<file path="src/rtl/ofmap_wr_pkg.sv">
// Shared types and constants for the output-feature-map writeback engine.
// Latency: n/a (declarations only).
// Backpressure: n/a (declarations only).
package ofmap_wr_pkg;

   typedef enum logic [2:0] {
      IDLE,
      WAIT,
      AW,
      W,
      B
   } wr_state_e;

   localparam logic [1:0] AXI_INCR = 2'b01;
   localparam logic [1:0] AXI_OKAY = 2'b00;

   // Byte stride of one pixel for a given data width.
   function automatic int bytes_of(input int dw);
      return dw / 8;
   endfunction

endpackage

</file>
<file path="src/rtl/wb_fifo.sv">
// Result FIFO between the PE array and the AXI write channel, with occupancy count.
// Latency: a pushed word is visible on rd_data the cycle after the push (show-ahead read).
// Backpressure: pushes are dropped while full, pops are ignored while empty.
module wb_fifo #(
   parameter int DW    = 32,
   parameter int DEPTH = 32
) (
   input  logic                     clk,
   input  logic                     rst_n,
   input  logic                     push,
   input  logic [DW-1:0]            push_data,
   input  logic                     pop,
   output logic [DW-1:0]            rd_data,
   output logic [$clog2(DEPTH):0]   count,
   output logic                     full,
   output logic                     empty
);
   localparam int PW = $clog2(DEPTH);
   localparam logic [PW:0] FULL_CNT = (PW+1)'(DEPTH);

   logic [DW-1:0] mem [DEPTH];
   logic [PW-1:0] wr_ptr;
   logic [PW-1:0] rd_ptr;
   logic          do_push;
   logic          do_pop;

   assign do_push = push && !full;
   assign do_pop  = pop && !empty;
   assign full    = (count == FULL_CNT);
   assign empty   = (count == '0);
   assign rd_data = mem[rd_ptr];

   // Storage array: written on accepted pushes only, no reset needed.
   always_ff @(posedge clk) begin
      if (do_push) mem[wr_ptr] <= push_data;
   end

   // Pointers and occupancy; simultaneous push and pop leaves count unchanged.
   always_ff @(posedge clk or negedge rst_n) begin
      if (!rst_n) begin
         wr_ptr <= '0;
         rd_ptr <= '0;
         count  <= '0;
      end else begin
         if (do_push) wr_ptr <= wr_ptr + 1'b1;
         if (do_pop)  rd_ptr <= rd_ptr + 1'b1;
         case ({do_push, do_pop})
            2'b10:   count <= count + 1'b1;
            2'b01:   count <= count - 1'b1;
            default: count <= count;
         endcase
      end
   end

endmodule

</file>
<file path="src/rtl/ofmap_wr_ctrl.sv">
// Output-feature-map writeback: buffers PE results and writes one tile row per AXI INCR burst (optional WB_RELU_EN clamps negatives on wdata).
// Latency: AW issued the cycle after a full tile row is buffered; one outstanding burst, next AW no earlier than the cycle after bvalid.
// Backpressure: res_ready drops when the FIFO is full; awvalid/wvalid hold their payload stable until awready/wready.
module ofmap_wr_ctrl #(
   parameter int AW         = 32,
   parameter int DW         = 32,
   parameter int POX        = 15,
   parameter int POY        = 3,
   parameter int OW         = 112,
   parameter int OH         = 112,
   parameter int FIFO_DEPTH = 32
) (
   input  logic          clk,
   input  logic          rst_n,
   input  logic [AW-1:0] init_addr,
   input  logic          init_addr_en,
   input  logic          res_valid,
   input  logic [DW-1:0] res_data,
   output logic          res_ready,
   output logic [AW-1:0] awaddr,
   output logic [7:0]    awlen,
   output logic [1:0]    awburst,
   output logic          awvalid,
   input  logic          awready,
   output logic [DW-1:0] wdata,
   output logic          wlast,
   output logic          wvalid,
   input  logic          wready,
   input  logic [1:0]    bresp,
   input  logic          bvalid,
   output logic          bready,
   output logic          busy,
   output logic          mapend,
   output logic          wr_err
);
   import ofmap_wr_pkg::*;

   localparam logic [31:0] BYTES_U = 32'(bytes_of(DW));
   localparam logic [31:0] OW_U    = 32'(OW);
   localparam logic [31:0] OH_U    = 32'(OH);
   localparam logic [31:0] POX_U   = 32'(POX);
   localparam logic [31:0] POY_U   = 32'(POY);
   localparam int          CNTW    = $clog2(FIFO_DEPTH) + 1;

   wr_state_e        state, state_nxt;
   logic [AW-1:0]    base;
   logic [31:0]      col, row, ty, beat;
   logic [31:0]      blen, rows_in_tile, pix_off, col_nxt, row_nxt;
   logic [AW-1:0]    addr;
   logic             last_ty, col_wrap, map_done;

   logic             fifo_push, fifo_pop, fifo_full, fifo_empty;
   logic [DW-1:0]    fifo_dout;
   logic [CNTW-1:0]  fifo_count;

   assign fifo_push = res_valid && !fifo_full;
   assign fifo_pop  = wvalid && wready;
   assign res_ready = !fifo_full;
   assign awburst   = AXI_INCR;
   assign busy      = (state != IDLE);

   wb_fifo #(.DW(DW), .DEPTH(FIFO_DEPTH)) u_fifo (
      .clk       (clk),
      .rst_n     (rst_n),
      .push      (fifo_push),
      .push_data (res_data),
      .pop       (fifo_pop),
      .rd_data   (fifo_dout),
      .count     (fifo_count),
      .full      (fifo_full),
      .empty     (fifo_empty)
   );

   // Tile geometry, burst address and position-advance decisions for the current tile row.
   always_comb begin
      blen         = ((OW_U - col) < POX_U) ? (OW_U - col) : POX_U;
      rows_in_tile = ((OH_U - row) < POY_U) ? (OH_U - row) : POY_U;
      pix_off      = ((row + ty) * OW_U + col) * BYTES_U;
      addr         = base + AW'(pix_off);
      col_nxt      = col + POX_U;
      row_nxt      = row + POY_U;
      last_ty      = (ty == rows_in_tile - 32'd1);
      col_wrap     = (col_nxt >= OW_U);
      map_done     = last_ty && col_wrap && (row_nxt >= OH_U);
   end

   // State register.
   always_ff @(posedge clk or negedge rst_n) begin
      if (!rst_n) state <= IDLE;
      else        state <= state_nxt;
   end

   // Next-state and channel handshake outputs.
   always_comb begin
      state_nxt = state;
      awvalid   = 1'b0;
      wvalid    = 1'b0;
      wlast     = 1'b0;
      bready    = 1'b0;
      case (state)
         IDLE: if (init_addr_en) state_nxt = WAIT;
         WAIT: if (32'(fifo_count) >= blen) state_nxt = ofmap_wr_pkg::AW;
         ofmap_wr_pkg::AW: begin
            awvalid = 1'b1;
            if (awready) state_nxt = W;
         end
         W: begin
            wvalid = !fifo_empty;
            wlast  = !fifo_empty && (beat == blen - 32'd1);
            if (fifo_pop && wlast) state_nxt = B;
         end
         B: begin
            bready = 1'b1;
            if (bvalid) state_nxt = map_done ? IDLE : WAIT;
         end
         default: state_nxt = IDLE;
      endcase
   end

   // Write data is driven as zero whenever no beat is offered, so idle/reset wdata is clean.
   always_comb begin
`ifdef WB_RELU_EN
      wdata = (wvalid && !fifo_dout[DW-1]) ? fifo_dout : '0;
`else
      wdata = wvalid ? fifo_dout : '0;
`endif
   end

   // Map position, burst command registers, error flag and end-of-map pulse.
   always_ff @(posedge clk or negedge rst_n) begin
      if (!rst_n) begin
         base   <= '0;
         col    <= '0;
         row    <= '0;
         ty     <= '0;
         beat   <= '0;
         awaddr <= '0;
         awlen  <= '0;
         wr_err <= 1'b0;
         mapend <= 1'b0;
      end else begin
         mapend <= 1'b0;
         case (state)
            IDLE: if (init_addr_en) begin
               base   <= init_addr;
               wr_err <= 1'b0;
               col    <= '0;
               row    <= '0;
               ty     <= '0;
            end
            WAIT: if (state_nxt == ofmap_wr_pkg::AW) begin
               awaddr <= addr;
               awlen  <= 8'(blen - 32'd1);
               beat   <= '0;
            end
            W: if (fifo_pop) beat <= beat + 32'd1;
            B: if (bvalid) begin
               if (bresp != AXI_OKAY) wr_err <= 1'b1;
               if (!last_ty) begin
                  ty <= ty + 32'd1;
               end else begin
                  ty <= '0;
                  if (col_wrap) begin
                     col <= '0;
                     row <= row_nxt;
                  end else begin
                     col <= col_nxt;
                  end
               end
               mapend <= map_done;
            end
            default: ;
         endcase
      end
   end

endmodule

</file>
<file path="config.mk">
export PLATFORM = sky130hd
export DESIGN_NAME = ofmap_wr_ctrl
export DESIGN_NICKNAME = d
export VERILOG_FILES = /design/src/rtl/ofmap_wr_pkg.sv /design/src/rtl/wb_fifo.sv /design/src/rtl/ofmap_wr_ctrl.sv
export SDC_FILE = /design/constraint.sdc
export NUM_CORES = 2
export LEC_CHECK = 0
export BUFFER_PORTS_ARGS = -buffer_cell sky130_fd_sc_hd__buf_2
export CORE_AREA = 3 3 361 363
export CTS_BUF_LIST = sky130_fd_sc_hd__clkbuf_2
export CTS_CLUSTER_SIZE = 16
export DETAILED_ROUTE_END_ITERATION = 8
export DIE_AREA = 0 0 364 366
export GPL_TIMING_DRIVEN = 0
export HOLD_SLACK_MARGIN = 0.15
export PLACE_DENSITY_LB_ADDON = 0.3
export SLEW_MARGIN = 20
export SYNTH_ARGS = -nofsm -noshare
export SYNTH_HDL_FRONTEND = slang
export SYNTH_SLANG_ARGS = --single-unit
</file>
<file path="constraint.sdc">
create_clock -name clk -period 8.9 [get_ports clk]
set_input_delay 0.89 -clock clk [delete_from_list [all_inputs] [get_ports clk]]
set_output_delay 0.89 -clock clk [all_outputs]
set_load 0.02 [all_outputs]
</file>
==> impl_metrics.csv <==
group,metric,value,unit
synth,yosysWarnings,0,
synth,syn_avg_cell_area,15.3,um2
power_and_ir_drop,p_leak,24.5,nW
detailed_routing,drtIter0Drc,3874,
sta,min_period,8.54,ns
clock_network,clk_transition_reported_paths,0.10,ns
final_layout,area_delta_synth_final,15.2,%
worst_setup_path,critPathMaxFanout,6,
place,dp_hpwl,103000,um
detailed_routing,via_count,36662,
synth,syn_area,57200,um2
final_layout,utilization,0.518,
grt,grt_pass1_vias,36657,
place,placed_cell_area,61800,um2
die,die_area,133000,um2
clock_network,numCtsBuffers,329,
final_layout,finish.instance_area,65900,um2
synth,synth_edf_count,1024,
synth,synth_cell_types,93,
detailed_routing,ant_nets,0,
synth,async_flop_share,0.178,
final_layout,final_cell_mix,"edfxtp_1, clkbuf_2, mux4_2",
worst_setup_path,cp.arrival,9.97,ns
grt,antenna_found_initial,7,
sta,max_slew_margin,0.210,
flow_run,cap_violations,0,
worst_setup_path,path_class,"reg2reg",
worst_setup_path,worst-path-buf-inv,2,
detailed_routing,wl,154000,um
min_path,hp-class,"in2reg",
sta,max_freq,0.117,GHz
detailed_routing,drt_pass1_iterations,5,
place,dp_slack,-0.532,ns
synth,ys.flop_type,"edfxtp_1",
final_layout,final_common_cell,"edfxtp_1",
worst_setup_path,crit_family,"compound AO/OA/AOI/OAI gates",
power_and_ir_drop,powerDensity,245,nW/um2
run_status,outcome,"finished, final reports clean",
die,die_x,364,um
sta,worstMarginPinSlew,1.18,ns
detailed_routing,drc,0,
sta,hold_ws,0.290,ns
die,die_h,366,um
sta,fin_ws,0.360,ns
sta,finalHoldViolCount,0,
sta,maxSlewViolCount,0,
die,initial_utilization,0.449,
final_layout,final_layout_size_suffix_gt1_frac,0.255,
clock_network,clock-sinks,1245,
grt,overflow,0,
grt,grt_usage,0.231,
clock_network,clockBufferDepth,4,
clock_network,cts_tree,"done",
synth,ys_seq_area_frac,0.634,
power_and_ir_drop,peakVddDrop,0.000284,V
grt,grt_first_pass_wirelength,230000,um
worst_setup_path,cp_slowest_stage_delay,0.55,ns
worst_setup_path,cp_slowest_cell,"fa_1",
sta,rsz0062_at_grt,"true",
detailed_routing,avgRoutedWirePerCell,24.4,um
sta,setup-violations-final,0,
sta,clock_skew,0.179,ns
final_layout,nets,4649,
place,numPortBuffers,152,
clock_network,htree_num_levels,5,
grt,grt_max_degree,92,
synth,ys_ff_latch,1245,
die,ios,155,
clock_network,root_buffer,"clkbuf_2",
detailed_routing,via_per_inst,5.83,
synth,synth_cells,3740,
sta,timing.setup.tns,0,ns
clock_network,clock_latency,1.64,ns
die,num_rows,131,
die,coreArea,127000,um2
sta,fin_crit_sh,0.960,
worst_setup_path,cp-start-kind,"flop",
worst_setup_path,crit_required,10.33,ns
worst_setup_path,cp-end-kind,"flop",
place,place_congestion,0.892,
## state kept, by name (all words and copies together) (netlist names)
signal,cells
u_fifo.mem,1024
col,32
u_fifo.count,6
state,3
row,32
wr_err,1
u_fifo.rd_ptr,5
base,32
beat,32
mapend,1
u_fifo.wr_ptr,5
awlen,8
awaddr,32
ty,32
## metrics by stage
stage,instances,power [mW]
after global placement,5556,12.3
final,6290,16.1
after global routing,6286,16.9
after floorplan,3742,10.4
after CTS,6276,16.3
after detailed placement,5616,12.5
## routing by layer
metal  track usage  up-vias  wire length, um
li1              -    16192                -
met1         0.313    18434            61900
met2         0.368     1720            73700
met3        0.0484      314            12900
met4        0.0871        2             5160
met5             0        -               13
## where the power goes
| part | internal [mW] | switching, mW | leakage (nW) |
|---|---|---|---|
| sequential | 6.76 | 0.196 | 12.2 |
| combinational | 2.31 | 3.16 | 10.2 |
| clock | 1.43 | 2.28 | 2.06 |
## tightest hold or removal path, stage by stage
cell and delay [ns]:
buf_2 0.11, and3_1 0.16, clkbuf_1 0.34, mux2_2 0.34
## synthesized netlist by cell type (11+ instances only)
master,n,area share
o21ai_1,41,0.0036
inv_1,94,0.0062
nor4_1,27,0.0030
ha_1,128,0.028
and2_1,39,0.0043
a31oi_1,24,0.0026
xor2_1,66,0.010
nand3_1,103,0.0090
o21a_1,19,0.0025
buf_1,32,0.0021
xnor2_1,96,0.015
fa_1,28,0.0098
and3_1,49,0.0054
nand2_1,197,0.013
buf_2,14,0.0012
or3_1,26,0.0028
mux2_2,37,0.0073
or4_1,23,0.0030
a21oi_1,93,0.0081
o41ai_1,11,0.0017
nand4_1,45,0.0049
nor3_1,63,0.0055
nor2b_1,27,0.0030
o21ai_0,171,0.015
edfxtp_1,1024,0.54
or2_2,11,0.0012
o21bai_1,12,0.0016
mux4_2,320,0.13
clkbuf_1,129,0.0085
nor2_1,276,0.018
o31ai_1,29,0.0038
mux2i_1,42,0.0073
a21o_1,31,0.0041
dfrtp_1,221,0.097
a211oi_1,13,0.0017
nand2b_1,24,0.0026
## repair_timing
item | 4_1_cts | 5_1_grt
gates resized for setup | 4 | 15
setup endpoints to repair | 1 | 13
hold endpoints to repair | 1308 | 0
hold buffers | 131 | 0
pin swaps | 2 | 4
setup buffers | 1 | 2
## area by class of cell
| class | count | area (um2) |
|---|---|---|
| Fill cell | 10509 | 61400 |
| Sequential cell | 1245 | 36300 |
| Multi-Input combinational cell | 2218 | 20100 |
| Timing Repair Buffer | 347 | 3610 |
| Clock buffer | 451 | 2260 |
| Tap cell | 1662 | 2080 |
| Buffer | 183 | 793 |
| Clock inverter | 77 | 375 |
| Inverter | 96 | 360 |
| Antenna cell | 11 | 27.5 |
## path summary, 6_finish.rpt
kind | start | end | slack [ns] | cells after the start
min in group asynchronous | rst_n | base[5] | 0.37 | 4
worst min register to register | awlen[5] | awlen[5] | 0.48 | 2
max in group asynchronous | rst_n | row[25] | 7.58 | 5
worst max-delay path | row[0] | awaddr[31] | 0.36 | 38
worst max register to register | row[0] | awaddr[31] | 0.36 | 38
worst min-delay path | init_addr_en | base[1] | 0.29 | 4
## logic make-up (layout without fill, tap and decap cells)
group	after synthesis	in the layout	synth area share
AOI/OAI and AO/OA	542	542	0.0602
xor gates and xnor gates	163	163	0.0252
adders and majority gates	156	156	0.0378
buffers and inverters	279	1154	0.0195
DFF	1245	1245	0.634
muxes	401	401	0.141
other	2	15	0.000131
and+or+nand+nor	952	952	0.0820
(Power assumes the default switching activity.)
